### src/rtl/mips_pkg.sv
// mips_pkg: shared register-index width, scoreboard entry type and stall count type.
package mips_pkg;
  localparam int REGISTERWIDTH = 5;
  typedef struct packed {
    logic                     vld;
    logic [REGISTERWIDTH-1:0] rd;
  } rd_entry_t;
  localparam rd_entry_t RD_BUBBLE = '{vld: 1'b0, rd: '0};
  typedef logic [1:0] stall_cnt_t;
endpackage

### src/rtl/rd_stall_ctrl.sv
// rd_stall_ctrl: stall counter and stall output; STALL_PERF_EN adds a saturating stall-cycle counter.
module rd_stall_ctrl
  import mips_pkg::*;
(
  input  logic        clk,
  input  logic        rst_n,
  input  logic        hazard_in,
  input  stall_cnt_t  count_in,
  input  logic        flush,
  output logic        stall,
  output stall_cnt_t  stall_cnt,
  output logic [31:0] perf_stall_cycles
);
  stall_cnt_t cnt_q, cnt_d;
  // once the counter is running it owns the stall and hazard_in is ignored
  always_comb begin
    stall = rst_n & ((cnt_q != '0) | hazard_in);
    cnt_d = flush ? '0 : (cnt_q != '0) ? cnt_q - 2'd1 : (hazard_in && count_in != '0) ? count_in - 2'd1 : '0;
  end
  always_ff @(posedge clk) begin
    if (!rst_n) cnt_q <= '0;
    else cnt_q <= cnt_d;
  end
  assign stall_cnt = cnt_q;
`ifdef STALL_PERF_EN
  logic [31:0] perf_q;
  always_ff @(posedge clk) begin
    if (!rst_n) perf_q <= '0;
    else if (stall && !flush && perf_q != '1) perf_q <= perf_q + 32'd1;
  end
  assign perf_stall_cycles = perf_q;
`else
  assign perf_stall_cycles = '0;
`endif
endmodule

### src/rtl/rd_scoreboard.sv
// rd_scoreboard: shift buffer of in-flight destination registers (slot 0 = EX) feeding the hazard detector.
// Optional macro STALL_PERF_EN enables perf_stall_cycles; RD_W must not exceed REGISTERWIDTH.
module rd_scoreboard
  import mips_pkg::*;
#(
  parameter int RD_W  = REGISTERWIDTH,
  parameter int DEPTH = 2
) (
  input  logic                       clk,
  input  logic                       rst_n,
  input  logic                       issue_valid,
  input  logic                       issue_wr,
  input  logic [RD_W-1:0]            issue_rd,
  input  logic                       hazard_in,
  input  logic [1:0]                 count_in,
  input  logic                       flush,
  output logic [DEPTH-1:0][RD_W-1:0] rd_buf,
  output logic [DEPTH-1:0]           rd_vld,
  output logic                       stall,
  output logic [1:0]                 stall_cnt,
  output logic [31:0]                perf_stall_cycles
);
  rd_entry_t [DEPTH-1:0] slot_q, slot_d;
  rd_entry_t push_e;
  rd_stall_ctrl u_ctrl (
    .clk               (clk),
    .rst_n             (rst_n),
    .hazard_in         (hazard_in),
    .count_in          (count_in),
    .flush             (flush),
    .stall             (stall),
    .stall_cnt         (stall_cnt),
    .perf_stall_cycles (perf_stall_cycles)
  );
  // R0 writes and non-writers carry no dependency, so they enter as bubbles
  always_comb begin
    push_e = (issue_valid && issue_wr && !stall && issue_rd != '0) ? '{vld: 1'b1, rd: REGISTERWIDTH'(issue_rd)} : RD_BUBBLE;
    slot_d = flush ? {DEPTH{RD_BUBBLE}} : {slot_q[DEPTH-2:0], push_e};
  end
  always_ff @(posedge clk) begin
    if (!rst_n) slot_q <= {DEPTH{RD_BUBBLE}};
    else slot_q <= slot_d;
  end
  for (genvar i = 0; i < DEPTH; i++) begin : g_out
    assign rd_buf[i] = RD_W'(slot_q[i].rd);
    assign rd_vld[i] = slot_q[i].vld;
  end
endmodule

### config.mk
export PLATFORM = sky130hd
export DESIGN_NAME = rd_scoreboard
export DESIGN_NICKNAME = d
export VERILOG_FILES = /design/src/rtl/mips_pkg.sv /design/src/rtl/rd_stall_ctrl.sv /design/src/rtl/rd_scoreboard.sv
export SDC_FILE = /design/constraint.sdc
export NUM_CORES = 1
export LEC_CHECK = 0
export ABC_AREA = 1
export CAP_MARGIN = 5
export CORE_MARGIN = 2
export CORE_UTILIZATION = 36
export CTS_BUF_LIST = sky130_fd_sc_hd__clkbuf_4 sky130_fd_sc_hd__clkbuf_8
export CTS_CLUSTER_DIAMETER = 80
export CTS_CLUSTER_SIZE = 30
export DETAILED_ROUTE_END_ITERATION = 10
export PLACE_DENSITY = 0.84
export SETUP_SLACK_MARGIN = 0.3
export SLEW_MARGIN = 5
export SYNTH_ARGS = -nofsm -noshare
export SYNTH_HDL_FRONTEND = slang
export SYNTH_SLANG_ARGS = --single-unit
### constraint.sdc
create_clock -name clk -period 2.1 [get_ports clk]
set_clock_uncertainty 0.2 [all_clocks]
set_input_delay 0.42 -clock clk [delete_from_list [all_inputs] [get_ports clk]]
set_output_delay 0.42 -clock clk [all_outputs]
set_load 0.05 [all_outputs]
# Yosys cells after proc, flatten, opt, wreduce, memory -nomap -nowiden
# Index checks and enable logic that the tools add are counted.
# Widths: inputs -> output; s select.
[totals]
reg_bits = 14
input_bits = 13
out_inout_bits = 47
word_cells = 24
[op_classes]
addsub = 2
mux = 3
bitwise_logic = 4
reduce_logical = 10
[op_table]
columns = ["op", "n"]
rows = [
  ["$mux 6", 1],
  ["$reduce_bool 5->1", 1],
  ["$logic_and 1x1->1", 4],
  ["$mux 2", 2],
  ["$reduce_bool 2->1", 2],
  ["$sub 2x1->2 const B", 2],
  ["$reduce_or 3->1", 1],
  ["$not 1->1", 2],
  ["$reduce_or 2->1", 1],
  ["$and 1x1->1", 1],
  ["$logic_not 1->1", 1],
  ["$or 1x1->1", 1],
]

# Depth between registers and ports, before layout
[logic_depth]
depth_word = 8
depth_mapped = 5
mapped_depth_nobuf = 5

# Modules after synthesis
# A second synthesis with hierarchy kept.
[unflattened]
hier_cells = 96
hier_area_um2 = 750.7
[by_module_without_submodules]
columns = ["mod", "instances", "cells_each", "area_each_um2", "seq_area_each_um2"]
rows = [
  ["rd_scoreboard", 1, 44, 380.4, 240.2],
  ["rd_stall_ctrl", 1, 52, 370.4, 40.0],
]

# Least setup slack after synthesis
# OpenSTA, ideal clock, no wires.
[synth_path]
path_kind = "reg2out"
startpoint = "register u_ctrl.cnt_q[0] (netlist: u_ctrl.stall_cnt[0])"
endpoint = "output stall"
arrival_ns = 1.532
required_ns = 1.480
slack_ns = -0.052
stages_incl_launch_ff = 5
path_cell_list = "dfxtp_1 > inv_1 > nand2_1 > nor2_1 > nor2_1"
[synth_via]
elab_chain_len = 3
[synth_rtl]
columns = ["element", "line_no", "rtl"]
rows = [
  ["from (decl)", "rd_stall_ctrl.sv:14", "stall_cnt_t cnt_q, cnt_d;"],
  ["from (signal assigned)", "rd_stall_ctrl.sv:22", "else cnt_q <= cnt_d;"],
  ["$reduce_bool 2->1", "rd_stall_ctrl.sv:17", "stall = rst_n & ((cnt_q != '0) | hazard_in);"],
  ["$or 1x1->1", "rd_stall_ctrl.sv:17", ""],
  ["$and 1x1->1", "rd_stall_ctrl.sv:17", ""],
  ["to (decl)", "rd_scoreboard.sv:19", "output logic stall,"],
]
# No other way between the ends.

# Final worst setup path
[layout_path]
startpoint = "register slot_q (netlist bit rd_buf[9])"
endpoint = "output rd_buf[9] (netlist name)"
[layout_rtl]
columns = ["element", "line_no", "rtl"]
rows = [
  ["from (decl)", "rd_scoreboard.sv:23", "rd_entry_t [DEPTH-1:0] slot_q, slot_d;"],
  ["from (signal assigned)", "rd_scoreboard.sv:41", "if (!rst_n) slot_q <= {DEPTH{RD_BUBBLE}};"],
  ["from (signal assigned)", "rd_scoreboard.sv:42", "else slot_q <= slot_d;"],
  ["to (decl)", "rd_scoreboard.sv:17", "output logic [DEPTH-1:0][RD_W-1:0] rd_buf,"],
]
# No word-level cell between the ends.

==> summary.txt <==
STA
  • Minimum clock period: 1.76 ns
  • Slew Limit Fails: 0
  • Final hold slack: 0.226 ns
  • FMAX: 569 MHz
  • Slew at the pin with the worst max-slew slack: 0.518 ns
  • Final hold violations: 0
  • RSZ-0062 raised after global routing: false
  • Fin crit share: 83.7%
  • Endpoints failing setup: 0
  • Final TNS setup: 0 ns
  • Headroom to the max-slew limit: 65.6%

Clocking
  • Sink Count: 14
  • Setup Fix Bufs, Post-CTS: 0
  • Post-CTS Hold Buffers: 0
  • Htree depth: 1
  • Clock buffer depth: 2
  • Worst skew pair latency: 0.27 ns
  • CTS tree: yes
  • TritonCTS Buffers: 3
  • CTS root buffer: clkbuf_4
  • Worst-path clk slew: 0.07 ns

Synth
  • Synthesized instance count: 96
  • Yosys warning count: 0
  • Post-synthesis sequential area ratio: 38.0%
  • Synthesized flop and latch total: 14
  • Cell variety after synth: 13
  • Cell Area, Synth: 737 µm²
  • Mean Syn Cell Area: 7.68 µm²

Die
  • Core Area: 1940 µm²
  • Die area: 2430 µm²
  • Die height: 49.2 µm
  • Initial Utilization: 38.0%
  • Site row count: 16
  • Die Width: 49.2 µm
  • I/O pin cnt: 60

Drt
  • Pre-antenna DRT Iters: 1
  • Routed Antenna Nets: 0
  • DRT iter0 DRCs: 0
  • Number of vias per cell: 3.49
  • Total number of vias: 530
  • Number of remaining DRC errors: 0
  • DR WL/cell: 8.10 µm
  • Routed wire length: 1230 µm

Min path
  • Hold Path Depth: 2
  • Hold WC Path Type: flop to flop
  • Hold Path Origin: rd_buf[0]
  • Hold endpoint: rd_buf[5]

Finish
  • Util after Layout: 48.6%
  • Nets: 141
  • P&R area growth vs syn: 28.0%
  • Fillers: 185
  • Share of layout cells above drive strength 1: 11.2%
  • # diodes: 0
  • Design area: 943 µm²

Critical path
  • Kind of end point of the critical path: output pin
  • Crit path DAT: 1.14 ns
  • FF-to-FF End: rd_buf[1]
  • R2r setup slk: 0.96 ns
  • Kind of critical path: flop to output pin
  • Critical path required time: 1.48 ns
  • Crit-path cells: dlygate4sd2_1
  • Top delay family on crit path: buffers and inverters
  • Slowest library cell on the worst path: dlygate4sd2_1
  • Crit path largest cell delay: 0.55 ns
  • Critical path buffer and inverter count: 1
  • Crit path max fanout: 1
  • Worst setup SP type: flop
  • Reg2reg start: u_ctrl.stall_cnt[0]
  • Reg2Reg Depth: 5

Power
  • Pwr per Cell Area: 643 nW/µm²
  • Leak: 0.523 nW
  • Post-layout power: 0.000606 W
  • Peak supply drop: 0.264 mV

Place
  • Placed cell areas: 927 µm²
  • Final HPWL DP: 1060 µm
  • IO buf count: 27
  • Final GP Congestion: 0.672

Global route
  • First-pass GRT wire length: 1860 µm
  • Largest net degree at the start of global routing: 9
  • Number of antenna violations at the first check in global routing: 0
  • Total congestion overflow: 0
  • Number of global-route vias before repair: 471
  • Tot GR Track Use: 10.3%

Outcome
  • Status: finished, final reports clean

Flow run
  • Maxcap violations: 0
## worst max-delay path by stage
stage	depth (start not counted)	endpoint	slack [ns]	startpoint
final	1	rd_buf[9]	0.34	rd_buf[9]
after global routing	1	rd_buf[4]	0.31	rd_buf[4]
after CTS	1	rd_buf[1]	0.33	rd_buf[1]
after detailed placement	4	stall	0.14	hazard_in
after global placement	4	stall	0.17	hazard_in
after floorplan	4	stall	0.31	u_ctrl.stall_cnt[0]
## tightest hold or removal path: stages (launching register included)
cell	delay, ns
dfxtp_1	0.31
inv_1	0.04
nor2_1	0.03
## cell usage in the layout, fill, tap and decap left out, drive strengths merged
cell type and instances:
nand2 5, buf 4, clkbuf 3, clkdlybuf4s50 10, conb 32, dfxtp 14
nand3b 1, inv 19, dlygate4sd2 13, a21oi 2, ha 1, nor2 18
nand3 3
## cell families (layout without fill, tap and decap cells)
kind of cell               count (synthesis)  in the layout  share of synthesized area (%)
adders and majority gates                  1              1                           1.70
DFF                                       14             14                           38.0
and+or+nand+nor                           27             27                           16.1
AOI/OAI and AO/OA                          2              2                           1.36
other                                      1             32                          0.509
buffers and inverters                     51             49                           42.3
## where the power goes
group	total (W)	switching, W	internal (W)
clock	0.000140	0.0000733	0.0000663
combinational	0.000197	0.000162	0.0000348
sequential	0.000270	0.00000180	0.000268
## cells in the mapped netlist (all sizes together)
library cell / n / area, µm²
nand2: 5 / 21.3
nand3: 3 / 20.0
conb: 1 / 3.75
nor2: 18 / 70.1
a21oi: 2 / 10.0
dfxtp: 14 / 280
buf: 32 / 240
nand3b: 1 / 7.51
ha: 1 / 12.5
inv: 19 / 71.3
## cell type report
class | instances | area, µm² | share of cell area [%]
Sequential cell | 14 | 283 | 30.0
Multi-Input combinational cell | 62 | 277 | 29.3
Timing Repair Buffer | 27 | 256 | 27.2
Inverter | 19 | 71.3 | 7.56
Tap cell | 27 | 33.8 | 3.58
Clock buffer | 3 | 22.5 | 2.39
## routing by layer
| metal | share of wire, % | track usage (%) | up-vias |
|---|---|---|---|
| met5 | 0 | 0 | - |
| met4 | 0.65 | 8.57 | 0 |
| met3 | 12 | 3.07 | 2 |
| met2 | 51 | 18.5 | 37 |
| met1 | 36 | 9.51 | 219 |
| li1 | - | - | 272 |
## state kept, by name, summed over array words and instances (netlist names)
name              flops
rd_buf               10
rd_vld                2
u_ctrl.stall_cnt      2
## through the flow
step                worst slack [ns]  cells
finish                         0.342    152
global route                   0.311    152
CTS                            0.331    152
detailed placement             0.143    149
global placement               0.168    149
floorplan                      0.314    127
## timing repair
item	in CTS	in global routing
cloned	0	0
resized for setup	15	2
endpoints found under the setup margin	12	1
Power figures use the tool's default switching activity.
